## src/rtl/sap1_pkg.sv

```systemverilog
// Shared definitions for the SAP-1 controller-sequencer: opcode values,
// sequencer state encoding, control-word layout and next-state/decode helpers.
package sap1_pkg;

   localparam int unsigned OPC_W  = 4;
   localparam int unsigned TS_W   = 6;
   localparam int unsigned CW_W   = 12;

   localparam logic [OPC_W-1:0] OP_LDA = 4'h0;
   localparam logic [OPC_W-1:0] OP_ADD = 4'h1;
   localparam logic [OPC_W-1:0] OP_SUB = 4'h2;
   localparam logic [OPC_W-1:0] OP_OUT = 4'hE;
   localparam logic [OPC_W-1:0] OP_HLT = 4'hF;

   typedef enum logic [2:0] {
      S_IDLE = 3'd0,
      S_T1   = 3'd1,
      S_T2   = 3'd2,
      S_T3   = 3'd3,
      S_T4   = 3'd4,
      S_T5   = 3'd5,
      S_T6   = 3'd6,
      S_HALT = 3'd7
   } sap1_state_e;

   // Control word, MSB first; *_n fields are active-low strobes.
   typedef struct packed {
      logic pc_inc;
      logic pc_en;
      logic mar_ld_n;
      logic ram_en_n;
      logic ir_ld_n;
      logic ir_en_n;
      logic a_ld_n;
      logic a_en;
      logic alu_sub;
      logic alu_en;
      logic b_ld_n;
      logic out_ld_n;
   } sap1_cw_t;

   localparam sap1_cw_t CW_IDLE = '{
      pc_inc:   1'b0, pc_en:   1'b0, mar_ld_n: 1'b1, ram_en_n: 1'b1,
      ir_ld_n:  1'b1, ir_en_n: 1'b1, a_ld_n:   1'b1, a_en:     1'b0,
      alu_sub:  1'b0, alu_en:  1'b0, b_ld_n:   1'b1, out_ld_n: 1'b1
   };

   // Sequencer transition: T1..T5 free-run, run_i gates IDLE->T1 and T6->T1.
   function automatic sap1_state_e sap1_next_state(input sap1_state_e s,
                                                   input logic run,
                                                   input logic hlt);
      sap1_state_e n;
      case (s)
         S_IDLE:  n = run ? S_T1 : S_IDLE;
         S_T1:    n = S_T2;
         S_T2:    n = S_T3;
         S_T3:    n = S_T4;
         S_T4:    n = hlt ? S_HALT : S_T5;
         S_T5:    n = S_T6;
         S_T6:    n = run ? S_T1 : S_IDLE;
         S_HALT:  n = S_HALT;
         default: n = S_IDLE;
      endcase
      return n;
   endfunction

   // One-hot T-state; zero outside T1..T6.
   function automatic logic [TS_W-1:0] sap1_tstate(input sap1_state_e s);
      logic [TS_W-1:0] t;
      case (s)
         S_T1:    t = 6'b000001;
         S_T2:    t = 6'b000010;
         S_T3:    t = 6'b000100;
         S_T4:    t = 6'b001000;
         S_T5:    t = 6'b010000;
         S_T6:    t = 6'b100000;
         default: t = 6'b000000;
      endcase
      return t;
   endfunction

   function automatic logic sap1_op_defined(input logic [OPC_W-1:0] op);
      return (op == OP_LDA) || (op == OP_ADD) || (op == OP_SUB) ||
             (op == OP_OUT) || (op == OP_HLT);
   endfunction

endpackage

```

## src/rtl/sap1_ring_counter.sv

```systemverilog
// Six-phase ring counter with IDLE and HALT states.
// Ports: clk_i/rstn_i clock and async active-low reset; i_run continue
// request; i_hlt HLT decoded in T4; o_state current state; o_tstate one-hot
// T1..T6 (0 in IDLE/HALT); o_halt high in HALT.
module sap1_ring_counter
   import sap1_pkg::*;
(
   input  logic              clk_i,
   input  logic              rstn_i,
   input  logic              i_run,
   input  logic              i_hlt,
   output sap1_state_e       o_state,
   output logic [TS_W-1:0]   o_tstate,
   output logic              o_halt
);

   sap1_state_e      r_state;
   logic [TS_W-1:0]  r_tstate;
   logic             r_halt;

   // tstate/halt are registered from the next state so they track r_state.
   always_ff @(posedge clk_i or negedge rstn_i) begin
      if (!rstn_i) begin
         r_state  <= S_IDLE;
         r_tstate <= '0;
         r_halt   <= 1'b0;
      end else begin
         r_state  <= sap1_next_state(r_state, i_run, i_hlt);
         r_tstate <= sap1_tstate(sap1_next_state(r_state, i_run, i_hlt));
         r_halt   <= (sap1_next_state(r_state, i_run, i_hlt) == S_HALT);
      end
   end

   assign o_state  = r_state;
   assign o_tstate = r_tstate;
   assign o_halt   = r_halt;

endmodule

```

## src/rtl/sap1_controller.sv

```systemverilog
// SAP-1 controller-sequencer: ring counter plus microcode decode of the
// opcode into the 12-bit control word.
// Ports: clk_i/rstn_i clock and async active-low reset; run_i keep executing;
// opcode_i IR upper nibble; pc_inc_o..out_ld_n_o control word (*_n_o active
// low); tstate_o one-hot T-state; halt_o in HALT; illegal_o undefined opcode
// in T4.
module sap1_controller
   import sap1_pkg::*;
(
   input  logic              clk_i,
   input  logic              rstn_i,
   input  logic              run_i,
   input  logic [OPC_W-1:0]  opcode_i,
   output logic              pc_inc_o,
   output logic              pc_en_o,
   output logic              mar_ld_n_o,
   output logic              ram_en_n_o,
   output logic              ir_ld_n_o,
   output logic              ir_en_n_o,
   output logic              a_ld_n_o,
   output logic              a_en_o,
   output logic              alu_sub_o,
   output logic              alu_en_o,
   output logic              b_ld_n_o,
   output logic              out_ld_n_o,
   output logic [TS_W-1:0]   tstate_o,
   output logic              halt_o,
   output logic              illegal_o
);

   sap1_state_e  w_state;
   logic         w_hlt;
   sap1_cw_t     w_cw;
   logic         w_illegal;

   assign w_hlt = (w_state == S_T4) && (opcode_i == OP_HLT);

   sap1_ring_counter u_ring (
      .clk_i    (clk_i),
      .rstn_i   (rstn_i),
      .i_run    (run_i),
      .i_hlt    (w_hlt),
      .o_state  (w_state),
      .o_tstate (tstate_o),
      .o_halt   (halt_o)
   );

   // Microcode decode; undefined opcodes and HLT leave T4..T6 inactive.
   always_comb begin
      w_cw      = CW_IDLE;
      w_illegal = 1'b0;
      case (w_state)
         S_T1: begin
            w_cw.pc_en    = 1'b1;
            w_cw.mar_ld_n = 1'b0;
         end
         S_T2: w_cw.pc_inc = 1'b1;
         S_T3: begin
            w_cw.ram_en_n = 1'b0;
            w_cw.ir_ld_n  = 1'b0;
         end
         S_T4: begin
            w_illegal = !sap1_op_defined(opcode_i);
            if (opcode_i == OP_LDA || opcode_i == OP_ADD || opcode_i == OP_SUB) begin
               w_cw.ir_en_n  = 1'b0;
               w_cw.mar_ld_n = 1'b0;
            end else if (opcode_i == OP_OUT) begin
               w_cw.a_en     = 1'b1;
               w_cw.out_ld_n = 1'b0;
            end
         end
         S_T5: begin
            if (opcode_i == OP_LDA) begin
               w_cw.ram_en_n = 1'b0;
               w_cw.a_ld_n   = 1'b0;
            end else if (opcode_i == OP_ADD || opcode_i == OP_SUB) begin
               w_cw.ram_en_n = 1'b0;
               w_cw.b_ld_n   = 1'b0;
               // Subtract asserted a phase early so the ALU result settles.
               w_cw.alu_sub  = (opcode_i == OP_SUB);
            end
         end
         S_T6: begin
            if (opcode_i == OP_ADD || opcode_i == OP_SUB) begin
               w_cw.alu_en  = 1'b1;
               w_cw.a_ld_n  = 1'b0;
               w_cw.alu_sub = (opcode_i == OP_SUB);
            end
         end
         default: ;
      endcase
   end

   assign pc_inc_o   = w_cw.pc_inc;
   assign pc_en_o    = w_cw.pc_en;
   assign mar_ld_n_o = w_cw.mar_ld_n;
   assign ram_en_n_o = w_cw.ram_en_n;
   assign ir_ld_n_o  = w_cw.ir_ld_n;
   assign ir_en_n_o  = w_cw.ir_en_n;
   assign a_ld_n_o   = w_cw.a_ld_n;
   assign a_en_o     = w_cw.a_en;
   assign alu_sub_o  = w_cw.alu_sub;
   assign alu_en_o   = w_cw.alu_en;
   assign b_ld_n_o   = w_cw.b_ld_n;
   assign out_ld_n_o = w_cw.out_ld_n;
   assign illegal_o  = w_illegal;

endmodule

```

## config.mk

```make
export PLATFORM = sky130hd
export DESIGN_NAME = sap1_controller
export DESIGN_NICKNAME = d
export VERILOG_FILES = /design/src/rtl/sap1_pkg.sv /design/src/rtl/sap1_ring_counter.sv /design/src/rtl/sap1_controller.sv
export SDC_FILE = /design/constraint.sdc
export NUM_CORES = 1
export LEC_CHECK = 0
export CAP_MARGIN = 5
export CORE_MARGIN = 3
export CORE_UTILIZATION = 40
export CTS_BUF_LIST = sky130_fd_sc_hd__clkbuf_8 sky130_fd_sc_hd__clkbuf_16
export DETAILED_ROUTE_END_ITERATION = 7
export HOLD_SLACK_MARGIN = 0.12
export PLACE_DENSITY_LB_ADDON = 0.2
export SLEW_MARGIN = 20
export SYNTH_ARGS = -nofsm -noshare
export SYNTH_HDL_FRONTEND = slang
export SYNTH_SLANG_ARGS = --single-unit
```

## constraint.sdc

```tcl
create_clock -name clk_i -period 3.1 [get_ports clk_i]
set_input_delay 0.93 -clock clk_i [delete_from_list [all_inputs] [get_ports clk_i]]
set_output_delay 0.93 -clock clk_i [all_outputs]
set_load 0.03 [all_outputs]
```

==> results.tsv <==
metric	value	unit
Placement Cell Area	835	µm²
Worst setup EP type	output pin	
Synth Flop Type	dfrtp_1	
critical path fanouts, max	3	
number of synthesized flops with an enable pin	0	
Critical Path Most Common Cell	buf_4	
switching fraction of total power	44.1	%
CP arrival	2090	ps
Detail Placement HPWL	1050	µm
Total GRT Usage	18.2	%
Internal	0.499	mW
post-synthesis instance total	58	
register area	250	µm²
Final Hold Fails	0	
DP Worst Slack	-294	ps
Syn Std Cell Area	536	µm²
syn_nets	65	
area leader, netlist	dfrtp_1	
Synth Register Bits	10	
IO Port Bufs	26	
Ports	27	
Final WS setup	79.5	ps
pin count of the biggest net entering global routing	13	
vias	557	
largest cells by area after synthesis	dfrtp_1 (47%), nand2_1 (4.2%), nor2_1 (4.2%), a21oi_1 (2.8%), buf_2 (2.8%)	
DR pass1 iterations	4	
grt total ovfl	0	
crit path max-delay cell type	clkdlybuf4s50_1	
initial DRC count	18	
Max-slew headroom	71.3	%
Die Span Y	42.6	µm
Rows	12	
Post-layout nets	102	
Min Hold Slack	554	ps
CP max stage delay	410	ps
first-pass GRT wire length	2370	µm
H-tree levels	1	
TritonCTS buffer count	3	
post-route ant nets	0	
vias per cell	5.21	
sequential share of the synthesized area	46.7	%
final instance area	921	µm²
CTS tree	done	
Flop pwr share	23.4	%
setup violators final	0	
synth unique cells	26	
fmax	331	MHz
Core ar.	1190	µm²
Slew Viols, Final	0	
VDD IR-drop max	0.537	mV
top cell type's share of synthesized area	46.7	%
RSZ-0062 raised after global routing	no	
R2R Setup Slk	1970	ps
Wirelength per Cell	13.6	µm
area growth from synthesis to layout	72.0	%
startpoint types	input pin	
minimum clock period after layout	3020	ps
Clock Power Share	14.4	%
Worst-path clk slew	40	ps
Starting Density	45.1	%
critical path type	input pin to output pin	
Clock Path Buffers	2	
final core occ	77.6	%
combinational share of power	62.2	%
FILL cells	88	
clock latency on the worst-skew pair	230	ps
status	finished, final reports clean	
root buf cell	clkbuf_8	
syn avg cell area	9.23	µm²
Diodes inserted	0	
Slew @ Worst Pin	429	ps
PD cells	969	nW/µm²
initial antenna violation count	0	
Multi-input gate area	292	µm²
WL final	1460	µm
CTS Sinks	10	
max cap viols	0	
Static Leak	0.425	nW
top-count cell post-synth	dfrtp_1	
Die X	42.6	µm
Final Cycle Share	97.4	%
top post-synthesis cells by count	dfrtp_1 (10), nand2_1 (6), nor2_1 (6)	
NetSw	0.393	mW
share of cells above drive strength 1	32.3	%
Post-CTS Hold Buffers	0	
cells along the critical path	clkdlybuf4s50_1 > buf_4 > and3_1 > nor3_1 > buf_4	
vias in the first global route	540	
die area	1810	µm²
WP data required	2170	ps
number of remaining DRC errors	0	
routability congestion estimate	0.746	
Yosys Warn Count	0	
hold crit path type	flip-flop to flip-flop	
Post-synth ARST share	100	%
clock skew	1.78	ps
## power by group through the flow
stage               clock [mW]  combinational [mW]  sequential (mW)
finish                   0.128               0.555            0.209
CTS                      0.131               0.551            0.209
global route             0.139               0.592            0.214
detailed placement           0               0.538            0.211
global placement             0               0.536            0.206
floorplan                    0               0.277            0.280
## final cells by class
type / instances / share of cell area, %
Clock buffer: 3 / 4.48
Timing Repair Buffer: 36 / 34.4
Multi-Input combinational cell: 43 / 31.7
Inverter: 1 / 0.408
Sequential cell: 10 / 27.2
Tap cell: 14 / 1.90
## state kept, by name, summed over array words and instances, names as in the netlist
register,cells
u_ring.o_halt,1
u_ring.o_tstate,6
u_ring.o_state,3
## path summary, 6_finish.rpt
kind | from | endpoint | depth (start not counted)
max | opcode_i[2] | illegal_o | 5
max in group asynchronous | rstn_i | u_ring.o_tstate[3] | 1
min in group asynchronous | rstn_i | u_ring.o_state[2] | 1
max reg2reg | u_ring.o_state[1] | u_ring.o_state[1] | 4
min | u_ring.o_state[2] | u_ring.o_state[2] | 2
min reg2reg | u_ring.o_state[2] | u_ring.o_state[2] | 2
## layer usage
metal  global-route usage, %  wire length, µm  part of all wire [%]
met2                    31.3              782                    54
met4                    11.2               51                   3.5
met1                    19.9              531                    36
met3                    4.29               92                   6.3
met5                       0                0                     0
## stage by stage
stage	cells	power, mW	setup TNS (ps)
6_report	107	0.892	0
5_1_grt	107	0.946	0
4_1_cts	107	0.891	0
3_5_place_dp	103	0.749	-750
3_3_place_gp	103	0.742	-687
2_1_floorplan	58	0.556	0
## kinds of logic (layout without fill, tap and decap cells)
family | Yosys count | after routing | share of synthesized area, %
AND/OR/NAND/NOR | 32 | 32 | 34.6
AO/OA/AOI/OAI | 9 | 9 | 9.81
XOR/XNOR | 2 | 2 | 3.27
flip-flops | 10 | 10 | 46.7
buffers and inverters | 5 | 40 | 5.61
## cells in the final DEF (no fill, tap or decap), types with 2 or more instances in the layout
master and instances:
nor2b_1 2, dlygate4sd2_1 2, nand2_1 5, buf_4 15, buf_6 3, o21ai_0 3
clkdlybuf4s50_1 13, dfrtp_1 10, clkbuf_8 3, a21oi_1 3, nand3_1 3, nor3_1 3
nor3b_1 2, nor2_1 5
## worst max-delay path: cells and delay by family
kind                   cells  cell delay, ps
buffers and inverters      3             760
AND/OR/NAND/NOR            2             390
## what timing repair did
item                       4_1_cts  5_1_grt
setup buffers                    1        0
cloned                           0        0
setup endpoints to repair        7        5
pin swaps                        2        0
gates resized for setup         12        9
Note: power is estimated with default switching activity, not from simulation.
